## config.mk

```make
export PLATFORM = sky130hd
export DESIGN_NAME = pipelined_segment_adder
export DESIGN_NICKNAME = d
export VERILOG_FILES = /design/src/rtl/pipelined_segment_adder.sv
export SDC_FILE = /design/constraint.sdc
export NUM_CORES = 1
export LEC_CHECK = 0
export CAP_MARGIN = 5
export CELL_PAD_IN_SITES_DETAIL_PLACEMENT = 0
export CELL_PAD_IN_SITES_GLOBAL_PLACEMENT = 1
export CORE_MARGIN = 2
export CORE_UTILIZATION = 30
export CTS_CLUSTER_DIAMETER = 30
export DETAILED_ROUTE_END_ITERATION = 8
export GPL_TIMING_DRIVEN = 0
export PLACE_DENSITY_LB_ADDON = 0.2
export REMOVE_ABC_BUFFERS = 1
export SLEW_MARGIN = 20
export SYNTH_ARGS = -nofsm -noshare
export SYNTH_HDL_FRONTEND = slang
export SYNTH_SLANG_ARGS = --single-unit
```

## constraint.sdc

```tcl
create_clock -name clk -period 5.25 [get_ports clk]
set_clock_uncertainty 0.05 [all_clocks]
set_input_delay 1.3125 -clock clk [delete_from_list [all_inputs] [get_ports clk]]
set_output_delay 1.3125 -clock clk [all_outputs]
set_load 0.01 [all_outputs]
```

## src/rtl/pipelined_segment_adder.sv

```systemverilog
// Segmented-carry pipelined adder: one register stage per SEG-bit slice, valid/ready on both sides.
// Optional signed-overflow output is enabled by defining PSA_OVF_EN.
module pipelined_segment_adder #(
    parameter int WIDTH = 16,
    parameter int SEG   = 4
) (
    input  logic             clk,
    input  logic             rst_n,
    input  logic             in_valid,
    output logic             in_ready,
    input  logic [WIDTH-1:0] in_a,
    input  logic [WIDTH-1:0] in_b,
    input  logic             in_cin,
    output logic             out_valid,
    input  logic             out_ready,
    output logic [WIDTH-1:0] out_sum,
    output logic             out_cout,
    output logic             out_ovf
);

    localparam int STAGES = WIDTH / SEG;

    function automatic logic [SEG:0] seg_add(input logic [SEG-1:0] a,
                                             input logic [SEG-1:0] b,
                                             input logic           cin);
        logic [SEG:0] r;
        logic         c;
        r = {(SEG+1){1'b0}};
        c = cin;
        for (int i = 0; i < SEG; i++) begin
            r[i] = a[i] ^ b[i] ^ c;
            c    = (a[i] & b[i]) | (c & (a[i] ^ b[i]));
        end
        r[SEG] = c;
        return r;
    endfunction

    logic [STAGES-1:0] v_q;
    logic [STAGES-1:0] v_d;
    logic [STAGES-1:0] load_s;
    logic [WIDTH-1:0]  sum_q   [STAGES];
    logic [WIDTH-1:0]  sum_d   [STAGES];
    logic [WIDTH-1:0]  rem_a_q [STAGES];
    logic [WIDTH-1:0]  rem_a_d [STAGES];
    logic [WIDTH-1:0]  rem_b_q [STAGES];
    logic [WIDTH-1:0]  rem_b_d [STAGES];
    logic              cy_q    [STAGES];
    logic              cy_d    [STAGES];
    logic [WIDTH-1:0]  src_a_s   [STAGES];
    logic [WIDTH-1:0]  src_b_s   [STAGES];
    logic [WIDTH-1:0]  src_sum_s [STAGES];
    logic              src_c_s   [STAGES];
    logic [SEG:0]      seg_s     [STAGES];

    // Handshake: a stage may load when it is empty or anything downstream frees up this cycle.
    always_comb begin
        logic free;
        free = out_ready;
        for (int k = STAGES - 1; k >= 0; k--) begin
            free      = free | ~v_q[k];
            load_s[k] = free;
        end
        v_d[0] = load_s[0] ? in_valid : v_q[0];
        for (int k = 1; k < STAGES; k++) begin
            v_d[k] = load_s[k] ? v_q[k-1] : v_q[k];
        end
    end

    assign in_ready = load_s[0];

    // Datapath: each stage adds its slice; operands are shifted down so the next slice sits at bit 0.
    always_comb begin
        src_a_s[0]   = in_a;
        src_b_s[0]   = in_b;
        src_c_s[0]   = in_cin;
        src_sum_s[0] = {WIDTH{1'b0}};
        for (int k = 1; k < STAGES; k++) begin
            src_a_s[k]   = rem_a_q[k-1];
            src_b_s[k]   = rem_b_q[k-1];
            src_c_s[k]   = cy_q[k-1];
            src_sum_s[k] = sum_q[k-1];
        end
        for (int k = 0; k < STAGES; k++) begin
            seg_s[k] = seg_add(src_a_s[k][SEG-1:0], src_b_s[k][SEG-1:0], src_c_s[k]);
            if (load_s[k]) begin
                sum_d[k]                = src_sum_s[k];
                sum_d[k][k*SEG +: SEG]  = seg_s[k][SEG-1:0];
                cy_d[k]                 = seg_s[k][SEG];
                rem_a_d[k]              = src_a_s[k] >> SEG;
                rem_b_d[k]              = src_b_s[k] >> SEG;
            end else begin
                sum_d[k]   = sum_q[k];
                cy_d[k]    = cy_q[k];
                rem_a_d[k] = rem_a_q[k];
                rem_b_d[k] = rem_b_q[k];
            end
        end
    end

    // Stage registers; reset discards everything in flight.
    always_ff @(posedge clk or negedge rst_n) begin
        if (!rst_n) begin
            v_q <= {STAGES{1'b0}};
            for (int k = 0; k < STAGES; k++) begin
                sum_q[k]   <= {WIDTH{1'b0}};
                cy_q[k]    <= 1'b0;
                rem_a_q[k] <= {WIDTH{1'b0}};
                rem_b_q[k] <= {WIDTH{1'b0}};
            end
        end else begin
            v_q <= v_d;
            for (int k = 0; k < STAGES; k++) begin
                sum_q[k]   <= sum_d[k];
                cy_q[k]    <= cy_d[k];
                rem_a_q[k] <= rem_a_d[k];
                rem_b_q[k] <= rem_b_d[k];
            end
        end
    end

    assign out_valid = v_q[STAGES-1];
    assign out_sum   = sum_q[STAGES-1];
    assign out_cout  = cy_q[STAGES-1];

`ifdef PSA_OVF_EN
    logic sa_q     [STAGES];
    logic sa_d     [STAGES];
    logic sb_q     [STAGES];
    logic sb_d     [STAGES];
    logic src_sa_s [STAGES];
    logic src_sb_s [STAGES];
    logic ovf_q;
    logic ovf_d;

    // Operand sign bits ride along so overflow can be judged once the top sum bit exists.
    always_comb begin
        src_sa_s[0] = in_a[WIDTH-1];
        src_sb_s[0] = in_b[WIDTH-1];
        for (int k = 1; k < STAGES; k++) begin
            src_sa_s[k] = sa_q[k-1];
            src_sb_s[k] = sb_q[k-1];
        end
        for (int k = 0; k < STAGES; k++) begin
            if (load_s[k]) begin
                sa_d[k] = src_sa_s[k];
                sb_d[k] = src_sb_s[k];
            end else begin
                sa_d[k] = sa_q[k];
                sb_d[k] = sb_q[k];
            end
        end
        if (load_s[STAGES-1]) begin
            ovf_d = (src_sa_s[STAGES-1] == src_sb_s[STAGES-1]) &&
                    (sum_d[STAGES-1][WIDTH-1] != src_sa_s[STAGES-1]);
        end else begin
            ovf_d = ovf_q;
        end
    end

    // Sign-bit and overflow registers.
    always_ff @(posedge clk or negedge rst_n) begin
        if (!rst_n) begin
            ovf_q <= 1'b0;
            for (int k = 0; k < STAGES; k++) begin
                sa_q[k] <= 1'b0;
                sb_q[k] <= 1'b0;
            end
        end else begin
            ovf_q <= ovf_d;
            for (int k = 0; k < STAGES; k++) begin
                sa_q[k] <= sa_d[k];
                sb_q[k] <= sb_d[k];
            end
        end
    end

    assign out_ovf = ovf_q;
`else
    assign out_ovf = 1'b0;
`endif

endmodule

```

==> results of run 1 <==
## metal layers
layer,vias to the layer above,part of all wire
met2,37,0.49
li1,1098,-
met5,-,0
met1,1126,0.44
met4,0,0.013
met3,5,0.054
## cells by family (layout without fill, tap and decap cells)
kind of cell	Yosys count	in the layout
fa+ha+maj	16	16
flops	96	96
other cells	1	1
buf+inv	42	101
compound gates	19	19
simple gates	82	82
mux	55	55
## what timing repair did
action | in CTS | in global routing
setup buffers | 0 | 0
setup endpoints to repair | 1 | 0
hold buffers | 0 | 0
gates resized for setup | 1 | 0
## final timing paths
| check | to | slack [ns] |
|---|---|---|
| max | in_ready | 0.40 |
| min in group asynchronous | rem_a_q[52] | 0.85 |
| min | rem_a_q[37] | 0.41 |
| max reg2reg | src_sum_s[11] | 3.00 |
| max in group asynchronous | rem_b_q[39] | 3.70 |
| min reg2reg | rem_a_q[37] | 0.41 |
## Yosys cell counts
| cell | instances |
|---|---|
| a21oi_1 | 11 |
| mux2_4 | 25 |
| buf_2 | 4 |
| buf_6 | 3 |
| mux2_2 | 29 |
| fa_1 | 16 |
| dfrtp_1 | 96 |
| buf_4 | 2 |
| inv_1 | 28 |
| nor3b_1 | 2 |
| conb_1 | 1 |
| mux2i_1 | 1 |
| clkbuf_1 | 5 |
| nand2_1 | 62 |
| nand4b_1 | 1 |
| and4b_1 | 1 |
| nor2_1 | 9 |
| nand3b_1 | 1 |
| nand2b_1 | 5 |
| nand2_4 | 1 |
| o21ai_0 | 8 |
## stage by stage
step	utilization	cell area [um2]
floorplan	-	3990
global placement	0.359	4760
detailed placement	0.364	4820
CTS	0.388	5130
global route	0.388	5130
finish	0.388	5130
## worst register-to-register path, stage by stage (launching register included)
cell and delay, ns:
dfrtp_1 0.36, inv_1 0.09, fa_1 0.19, inv_1 0.06, fa_1 0.41, fa_1 0.39, inv_1 0.08, fa_1 0.41
a21oi_1 0.13
## flip-flops by register name, indices dropped and copies added (netlist names)
register,flops
cy_q,3
out_cout,1
out_sum,16
rem_a_q,24
rem_b_q,24
src_sum_s,24
v_q,4
## layout by cell type, fill, tap and decap left out, drive strengths merged
cell type and count:
nor3b 2, dfrtp 96, fa 16, clkbuf 10
mux2 54, clkdlybuf4s50 54, nand2b 5, nand4b 1
inv 28, clkinv 2, nand2 63, buf 5
nor2 9, mux2i 1, o21ai 8, a21oi 11
and4b 1, bufinv 2, conb 1, nand3b 1
## power by group through the flow
stage,combinational [uW],clock [uW],sequential [uW]
final,542,681,1040
after global routing,610,740,1070
after CTS,556,712,1040
after detailed placement,555,0,1060
after global placement,538,0,1050
after floorplan,281,0,1060
## layout make-up
class	count	area (um2)
clock inverter	4	70.1
fill	1324	8110
timing repair buffer	59	613
inverter	28	105
multi-input combinational	173	1490
sequential	96	2400
tap	176	220
clock buffer	10	239
==> results.toml, run 1 <==
[status]
status = "finished clean"

[synthesis]
synth_warnings = 0
ys_types = 21
synth_area_leaders = "dfrtp_1, mux2_4, mux2_2"
yosys.area_share.adder = 0.0786
muxShareOfSynthArea = 0.175
synth_top_family_by_area = "multiplexers"
synth_xor_area_frac = 0
synth.avg_cell_area_um2 = 13.1
yosysTopAreaCell = "dfrtp_1"
synthCells = 311
yosys.area_share.simple = 0.0859
netlist_area_um2 = 4080
synth_top_area_share = 0.589
synth_compound_area_frac = 0.0233
synth-seq-cells = 96
yosysSeqAreaShare = 0.589

[power]
combPwrFrac = 0.240
leakagePower_uw = 0.00240
power.density_nw_per_um2 = 440
ir_drop_mv = 0.146
power.total_uw = 2260
p_seq_frac = 0.459
switchingPower_uw = 582
clockPowerShare = 0.301
p_int_uw = 1680
p_sw_frac = 0.258

[floorplanning]
die_h_um = 121
pin_count = 57
initial_core_util = 0.308
die_w_um = 121
dieArea_um2 = 14500
fp.coreArea_um2 = 13200
num_rows = 42

[worst_hold_path]
worstHoldPathCells = 2
hold_start = "rem_a_q[37]"
min_path_type = "register to register"

[grt]
globalRoute.totalOverflow = 0
met3_usage = 0.0439
grt_use_total = 0.108
grt_start_max_net_pins = 52
antenna_found_initial = 0
grt_use_met2 = 0.173
busiest_layer = "met2"
grt_pass1_wl_um = 11900
met1_usage = 0.132
grt_pass1_vias = 2393

[clock_tree]
insertion_delay_ns = 0.34
cts_htree_levels = 3
cts_buffer_depth = 2
clock-sinks = 96
cts-buffers-inserted = 9
tritoncts = "yes"
cts-root-buf = "clkbuf_16"
cts.clk_slew.worst_paths_ns = 0.06

[layout]
antennaDiodeCount = 0
fin_cells = 546
syn_to_final_growth_pct = 26.0
drive_above_1_share = 0.205
nets = 420

[sta]
period_needed_ns = 4.85
setup_tns_ns = 0
slew_headroom = 0.550
hold_viol = 0
period_share = 0.924
worst_slack_ns = 0.396
rsz0062_at_grt = "no"
max_freq_mhz = 206
tightest_slew_ns = 0.673
hold_slack_ns = 0.414
finalSetupViolCount = 0
drv_slew = 0

[critical_path]
r2r_start = "rem_a_q[32]"
crit_family = "simple AND/OR/NAND/NOR gates"
path_buf_inv = 2
required_ns = 3.89
cp_slowest_cell = "and4b_2"
worstPathCellList = "clkdlybuf4s50_1 -> and4b_2 -> nand2_4 -> clkdlybuf4s50_1"
cp-startpoint = "out_ready"
r2r_cells = 8
cp.depth = 4
crit_type = "input port to output port"
path_common_cell = "clkdlybuf4s50_1"
max_stage_delay_ns = 0.65
end_kind = "output port"
worstPathArrival_ns = 3.49
cp_max_fo = 31
crit_path_start_kind = "input port"

[drt]
ant_nets = 0
drc = 0
drtIter0Drc = 102
via_per_inst = 4.15
post_drt_wl_per_cell_um = 12.8
vias = 2266
first_pass_iters = 4
wl_um = 6980

[place]
dp_hpwl_um = 4750
numPortBuffers = 55
dp_slack_ns = -0.0508
globalplace.congestion = 0.673
numPlacedInstances = 532

[run]
max-cap-violations = 0
Note: power is estimated with default switching activity, not from simulation.
==> run 2: changes to the inputs <==
==> constraint.sdc (replaced) <==
create_clock -name clk -period 5.25 [get_ports clk]
set_clock_uncertainty 0.05 [all_clocks]
set_input_delay 0.525 -clock clk [delete_from_list [all_inputs] [get_ports clk]]
set_output_delay 0.525 -clock clk [all_outputs]
set_load 0.01 [all_outputs]
==> run 2 against run 1 <==
Die area is the same; power is essentially flat; largest cell class unchanged; final cell count is the same; sequential cell count is the same; utilization is essentially flat; highest routed layer unchanged.
==> results.toml, run 2 (synthesis results as in run 1) <==
[status]
status = "finished clean"

[floorplanning]
initial_core_util = 0.308
dieArea_um2 = 14500
pin_count = 57
num_rows = 42
fp.coreArea_um2 = 13200
die_h_um = 121
die_w_um = 121

[sta]
period_share = 0.701
finalSetupViolCount = 0
slew_headroom = 0.338
rsz0062_at_grt = "no"
tightest_slew_ns = 0.993
hold_viol = 0
max_freq_mhz = 272
setup_tns_ns = 0
period_needed_ns = 3.68
drv_slew = 0

[critical_path]
cp_max_fo = 31
reg2reg_slack_ns = 2.75
end_kind = "output port"
timing.rr.end = "rem_a_q[55]"
worstPathArrival_ns = 3.11
required_ns = 4.68
crit_type = "input port to output port"
crit_path_start_kind = "input port"
r2r_cells = 3
r2r_start = "v_q[3]"

[grt]
globalRoute.totalOverflow = 0
grt_start_max_net_pins = 52
grt_use_total = 0.108
grt_pass1_vias = 2393
antenna_found_initial = 0
grt_pass1_wl_um = 11900

[drt]
post_drt_wl_per_cell_um = 12.8
vias = 2281
first_pass_iters = 4
wl_um = 6980
drtIter0Drc = 105
via_per_inst = 4.18
ant_nets = 0
drc = 0

[clock_tree]
cts.clk_slew.worst_paths_ns = 0.06
cts_htree_levels = 3
cts_setup_buffers = 0
cts_buffer_depth = 2
postCtsResizedCells = 0
cts-root-buf = "clkbuf_16"
ctsHoldBuffers = 0
cts-buffers-inserted = 9
insertion_delay_ns = 0.34
tritoncts = "yes"
clock-sinks = 96

[layout]
antennaDiodeCount = 0
nets = 420
fin_area_um2 = 5130
syn_to_final_growth_pct = 25.9
drive_above_1_share = 0.203
final_common_cell = "dfrtp_1"
fin_util = 0.388
final_cell_mix = "dfrtp_1, nand2_1, clkdlybuf4s50_1"

[power]
ir_drop_mv = 0.146
power.density_nw_per_um2 = 440
power.total_uw = 2260
leakagePower_uw = 0.00240

[run]
max-cap-violations = 0

[place]
numPortBuffers = 55
dp_hpwl_um = 4750
dpl-instance-area_um2 = 4820
globalplace.congestion = 0.673

[worst_hold_path]
min_path_type = "input port to async pin"
## run 2: cell count changes in the layout (fill, tap and decap cells not counted)
cell / change
and4b_1: +1
and4b_2: -1
## run 2: worst max-delay path: stages
cell	delay (ns)
clkdlybuf4s50_1	0.45
and4b_1	0.94
nand2_4	0.55
clkdlybuf4s50_1	0.63
## run 2: worst max path at each step
stage,startpoint,end,slack (ns)
after CTS,out_ready,in_ready,1.52
after floorplan,in_a[0],src_sum_s[35],3.04
after global routing,out_ready,in_ready,1.38
after detailed placement,out_ready,in_ready,1.52
final,out_ready,in_ready,1.57
after global placement,rst_n,rem_b_q[19],-0.04
## run 2: per-layer routing
layer | vias to the layer above | track usage | wire length, um | part of all wire
met1 | 1142 | 0.132 | 3080 | 0.44
met5 | - | 0 | 0 | 0
met3 | 5 | 0.0439 | 374 | 0.054
li1 | 1097 | - | - | -
met4 | 0 | 0.0371 | 88 | 0.013
met2 | 37 | 0.173 | 3440 | 0.49
## run 2: where the power goes
| group | internal (uW) | switching [uW] |
|---|---|---|
| Sequential | 934 | 103 |
| Clock | 423 | 257 |
| Combinational | 320 | 222 |
## run 2: cell type report
type / instances / area [um2]
Clock buffer: 10 / 239
Inverter: 28 / 105
Multi-Input combinational cell: 173 / 1480
Tap cell: 176 / 220
Fill cell: 1325 / 8110
Clock inverter: 4 / 70.1
Sequential cell: 96 / 2400
Timing Repair Buffer: 59 / 613
## run 2: per-stage QoR
step           hold WS [ns]  setup WS (ns)  cells
2_1_floorplan         0.179           3.04    297
4_1_cts              0.0609           1.52    546
3_3_place_gp          0.394        -0.0380    528
6_report             0.0595           1.57    546
5_1_grt              0.0700           1.38    546
3_5_place_dp          0.405           1.52    532
==> RTL edit 1, RTL diff (settings of run 2) <==
Change the parameter `WIDTH` from 16 to 8.
--- a/src/rtl/pipelined_segment_adder.sv
+++ b/src/rtl/pipelined_segment_adder.sv
@@ -3,3 +3,3 @@
 module pipelined_segment_adder #(
-    parameter int WIDTH = 16,
+    parameter int WIDTH = 8,
     parameter int SEG   = 4
Interface: changed (resized in_a, in_b and out_sum); port bits go from 57 to 33. The function was not compared with the original's and may differ.
==> RTL edit 1 against run 2 <==
Clock power down 82%; largest power group unchanged; setup slack better by 1100 ps; sequential share of layout area down 8.1 points; power down 77%; sequential cell count down 72; routed wire length down 74%; combinational power down 73%; synthesized area down 72%; cell count down 71%; design area down 70%.
==> RTL edit 1: results (changes against run 2) <==
Mean Syn Cell Area - 14.2 um2 (+8.7%)
Port Buf Inserts - 31 (-44%)
Clock Latency Late Sink - 260 ps (-80 ps)
cell family with the largest share of critical-path delay - buffers and inverters
full die area - 4360 um2 (-70%)
fin nets - 143 (-66%)
GPL Wtd Cong - 0.626 (-7.0%)
Synth cell types - 14 (-33%)
largest net degree at the start of global routing - 25 (-52%)
met1 GRT Util - 13.7% (+0.51 points)
placed cell areas - 1500 um2 (-69%)
slowest cell delay on critical path - 600 ps (-340 ps)
most common cell after layout, fill and taps aside - clkdlybuf4s50_1
HPWL after detailed placement - 1400 um (-71%)
Seq/total area - 38.7% (-8.1 points)
FILL cells - 374 (-72%)
grt met2 use - 15.7% (-1.7 points)
comb pwr - 147 uW (-73%)
Routed WL per cell - 11.4 um (-11%)
metal3 WL - 68 um (-82%)
Clock buffer cells - 4 (-6)
Rel. slew slack - 64.7% (+31 points)
first-pass GRT wire length - 3280 um (-72%)
outcome - completed
Signal buf overhead - 19.7% (+7.8 points)
CTS Sinks - 24 (-75%)
share of layout cells above drive strength 1 - 19.5% (-0.80 points)
switching power - 131 uW (-77%)
1st-iter DRT viols - 12 (-89%)
multi-input logic area - 469 um2 (-68%)
DP Worst Slack - 2530 ps (+1000 ps)
most frequent cells after synthesis - 24 x dfrtp_1, 16 x inv_1, 11 x mux2_2
clk slew on worst S/H paths - 80 ps (+20 ps)
PnR Total Power - 513 uW (-77%)
peak supply drop - 0.000109 V (-25%)
wire length on met1 - 841 um (-73%)
DR vias - 662 (-71%)
ranking of synthesized cells by area - dfrtp_1 52%, fa_1 14%, mux2_2 11%, mux2_4 6.5%, inv_1 5.2%
All-Layer GR Usage - 10.3% (-0.53 points)
RTL edit 1: final timing paths:
kind / to / slack, ps / start / cells after the start
min: rem_a_q[8]$_DFFE_PN0P_ / 190 / rst_n / 1
max in group asynchronous: rem_b_q[8]$_DFFE_PN0P_ / 4610 / rst_n / 1
min in group clk: out_sum[0]$_DFFE_PN0P_ / 460 / out_sum[0]$_DFFE_PN0P_ / 1
max reg2reg: out_sum[7]$_DFFE_PN0P_ / 3090 / rem_a_q[8]$_DFFE_PN0P_ / 8
min reg2reg: out_sum[0]$_DFFE_PN0P_ / 460 / out_sum[0]$_DFFE_PN0P_ / 1
max: in_ready / 2670 / out_ready / 3
RTL edit 1: cells by family after synthesis:
kind of cell | count (synthesis) | synth area share (%)
muxes | 19 | 19.8
DFF | 24 | 52.1
adders and majority gates | 8 | 13.9
other | 1 | 0.325
buffers and inverters | 19 | 7.27
AOI/OAI and AO/OA | 3 | 1.30
and+or+nand+nor | 7 | 5.31
==> RTL edit 2, RTL diff (config.mk and constraints of run 2) <==
Without the edit above. Build with the macro `PSA_OVF_EN` defined.
--- a/src/rtl/pipelined_segment_adder.sv
+++ b/src/rtl/pipelined_segment_adder.sv
@@ -2,2 +2,4 @@
 // Optional signed-overflow output is enabled by defining PSA_OVF_EN.
+`define PSA_OVF_EN
+
 module pipelined_segment_adder #(
Behaviour: not the same (Yosys sat finds a counterexample within 10 cycles, from zero or initial values and one cycle with rst_n low).
==> RTL edit 2 against run 2 <==
Non-clock buffer count grew 2; routed wire length rose by 6.1%; synthesized area rose by 1.3%; sequential cell count is 1 higher; via count rose by 1.8%; critical path depth is the same; synthesized cell count increased by 0.96%; sequential share of layout area down 0.52 points; setup slack worse by 67 ps; power up 3.9%; design area is 2.2% higher; largest power group unchanged; highest routed layer unchanged.
==> RTL edit 2: results (changes against run 2) <==
Synth cell types - 25 (+19%)
FF-to-FF End - rem_a_q[53]$_DFFE_PN0P_
FILL cells - 1340 (+1.1%)
CTS Buf Count - 9 (unchanged)
share of layout cells above drive strength 1 - 21.2% (+0.89 points)
placed cell areas - 4910 um2 (+1.9%)
placed insts - 538 (+1.1%)
Rel. slew slack - 37.1% (+3.3 points)
register area share after synthesis - 58.8% (-0.14 points)
DR vias - 2321 (+1.8%)
final hold vios - 0 (unchanged)
CP arrival - 3170 ps (+60 ps)
reg2reg start - v_q[3]$_DFFE_PN0N_
initial antenna violation count - 0 (unchanged)
Pre-Repair DR Iteration Count - 5 (+1)
flop-to-flop setup slack - 2780 ps (+30 ps)
HPWL after detailed placement - 4900 um (+3.1%)
vias in the first global route - 2439 (+1.9%)
first-pass GRT wire length - 12500 um (+5.1%)
Leak Pwr - 2.46 nW (+2.3%)
Port Buf Inserts - 56 (+1.8%)
fin cells - 554 (+1.5%)
most frequent cells after synthesis - 97 x dfrtp_1, 65 x nand2_1, 30 x mux2_2
outcome - completed
1st-iter DRT viols - 88 (-16%)
fin nets - 427 (+1.7%)
GPL Wtd Cong - 0.683 (+1.4%)
asr flop ratio synth - 100% (unchanged)
Routed WL per cell - 13.4 um (+4.6%)
clock tree root buffer cell - clkbuf_16
ranking of synthesized cells by area - dfrtp_1 59%, mux2_4 9.1%, mux2_2 8.2%, fa_1 7.8%, nand2_1 5.9%
Syn Inst Count - 314 (+0.96%)
All-Layer GR Usage - 11.3% (+0.46 points)
peak supply drop - 0.000134 V (-8.4%)
-- RTL edit 2: where the power goes --
group	switching (mW)	internal, mW	total (mW)
logic	0.236	0.340	0.576
registers	0.105	0.945	1.05
clock network	0.278	0.442	0.720
total	0.620	1.73	2.35
-- RTL edit 2: cell families after synthesis --
kind of cell / after synthesis / synth area share (%)
mux: 56 / 17.5
compound gates: 19 / 2.36
buf+inv: 42 / 4.58
fa+ha+maj: 17 / 8.06
xor+xnor: 1 / 0.212
flops: 97 / 58.8
simple gates: 82 / 8.48
-- RTL edit 2: worst max-delay path, stage by stage --
cell and delay [ps]:
clkdlybuf4s50_1 510, and4b_1 930, nand2_4 560, clkdlybuf4s50_1 630
-- RTL edit 2: worst min path at each step --
stage / to / slack (ps) / cells past startpoint
floorplan: cy_q[1]$_DFFE_PN0P_ / 180 / 0
global route: rem_a_q[55]$_DFFE_PN0P_ / 80 / 1
detailed placement: src_sum_s[16]$_DFFE_PN0P_ / 400 / 2
CTS: out_sum[10]$_DFFE_PN0N_ / 70 / 1
finish: rem_a_q[55]$_DFFE_PN0P_ / 60 / 1
global placement: src_sum_s[16]$_DFFE_PN0P_ / 390 / 2
-- RTL edit 2: layer usage --
metal / track usage (%) / up-vias / routed length, um
li1: - / 1115 / -
met1: 15.2 / 1153 / 3420
met2: 16.8 / 42 / 3490
met3: 3.05 / 11 / 336
met4: 5.17 / 0 / 159
met5: 0 / - / 0
-- RTL edit 2: area by class of cell --
cell class	count	area [um2]	share of cell area [%]
Clock buffer	11	253	4.82
Tap cell	176	220	4.20
Multi-Input combinational cell	175	1520	29.0
Timing Repair Buffer	61	638	12.2
Sequential cell	97	2430	46.3
Inverter	29	109	2.08
Clock inverter	5	77.6	1.48
-- RTL edit 2: per-stage QoR --
stage	hold WS [ps]	power [mW]	setup slack, ps	utilization, %	setup TNS (ps)
after CTS	72.6	2.39	1400	39.3	0
final	57.1	2.35	1500	39.3	0
after detailed placement	400	1.66	1420	36.8	0
after floorplan	179	1.37	2960	-	0
after global placement	394	1.63	-143	36.2	-13260
after global routing	83.7	2.50	1340	39.3	0
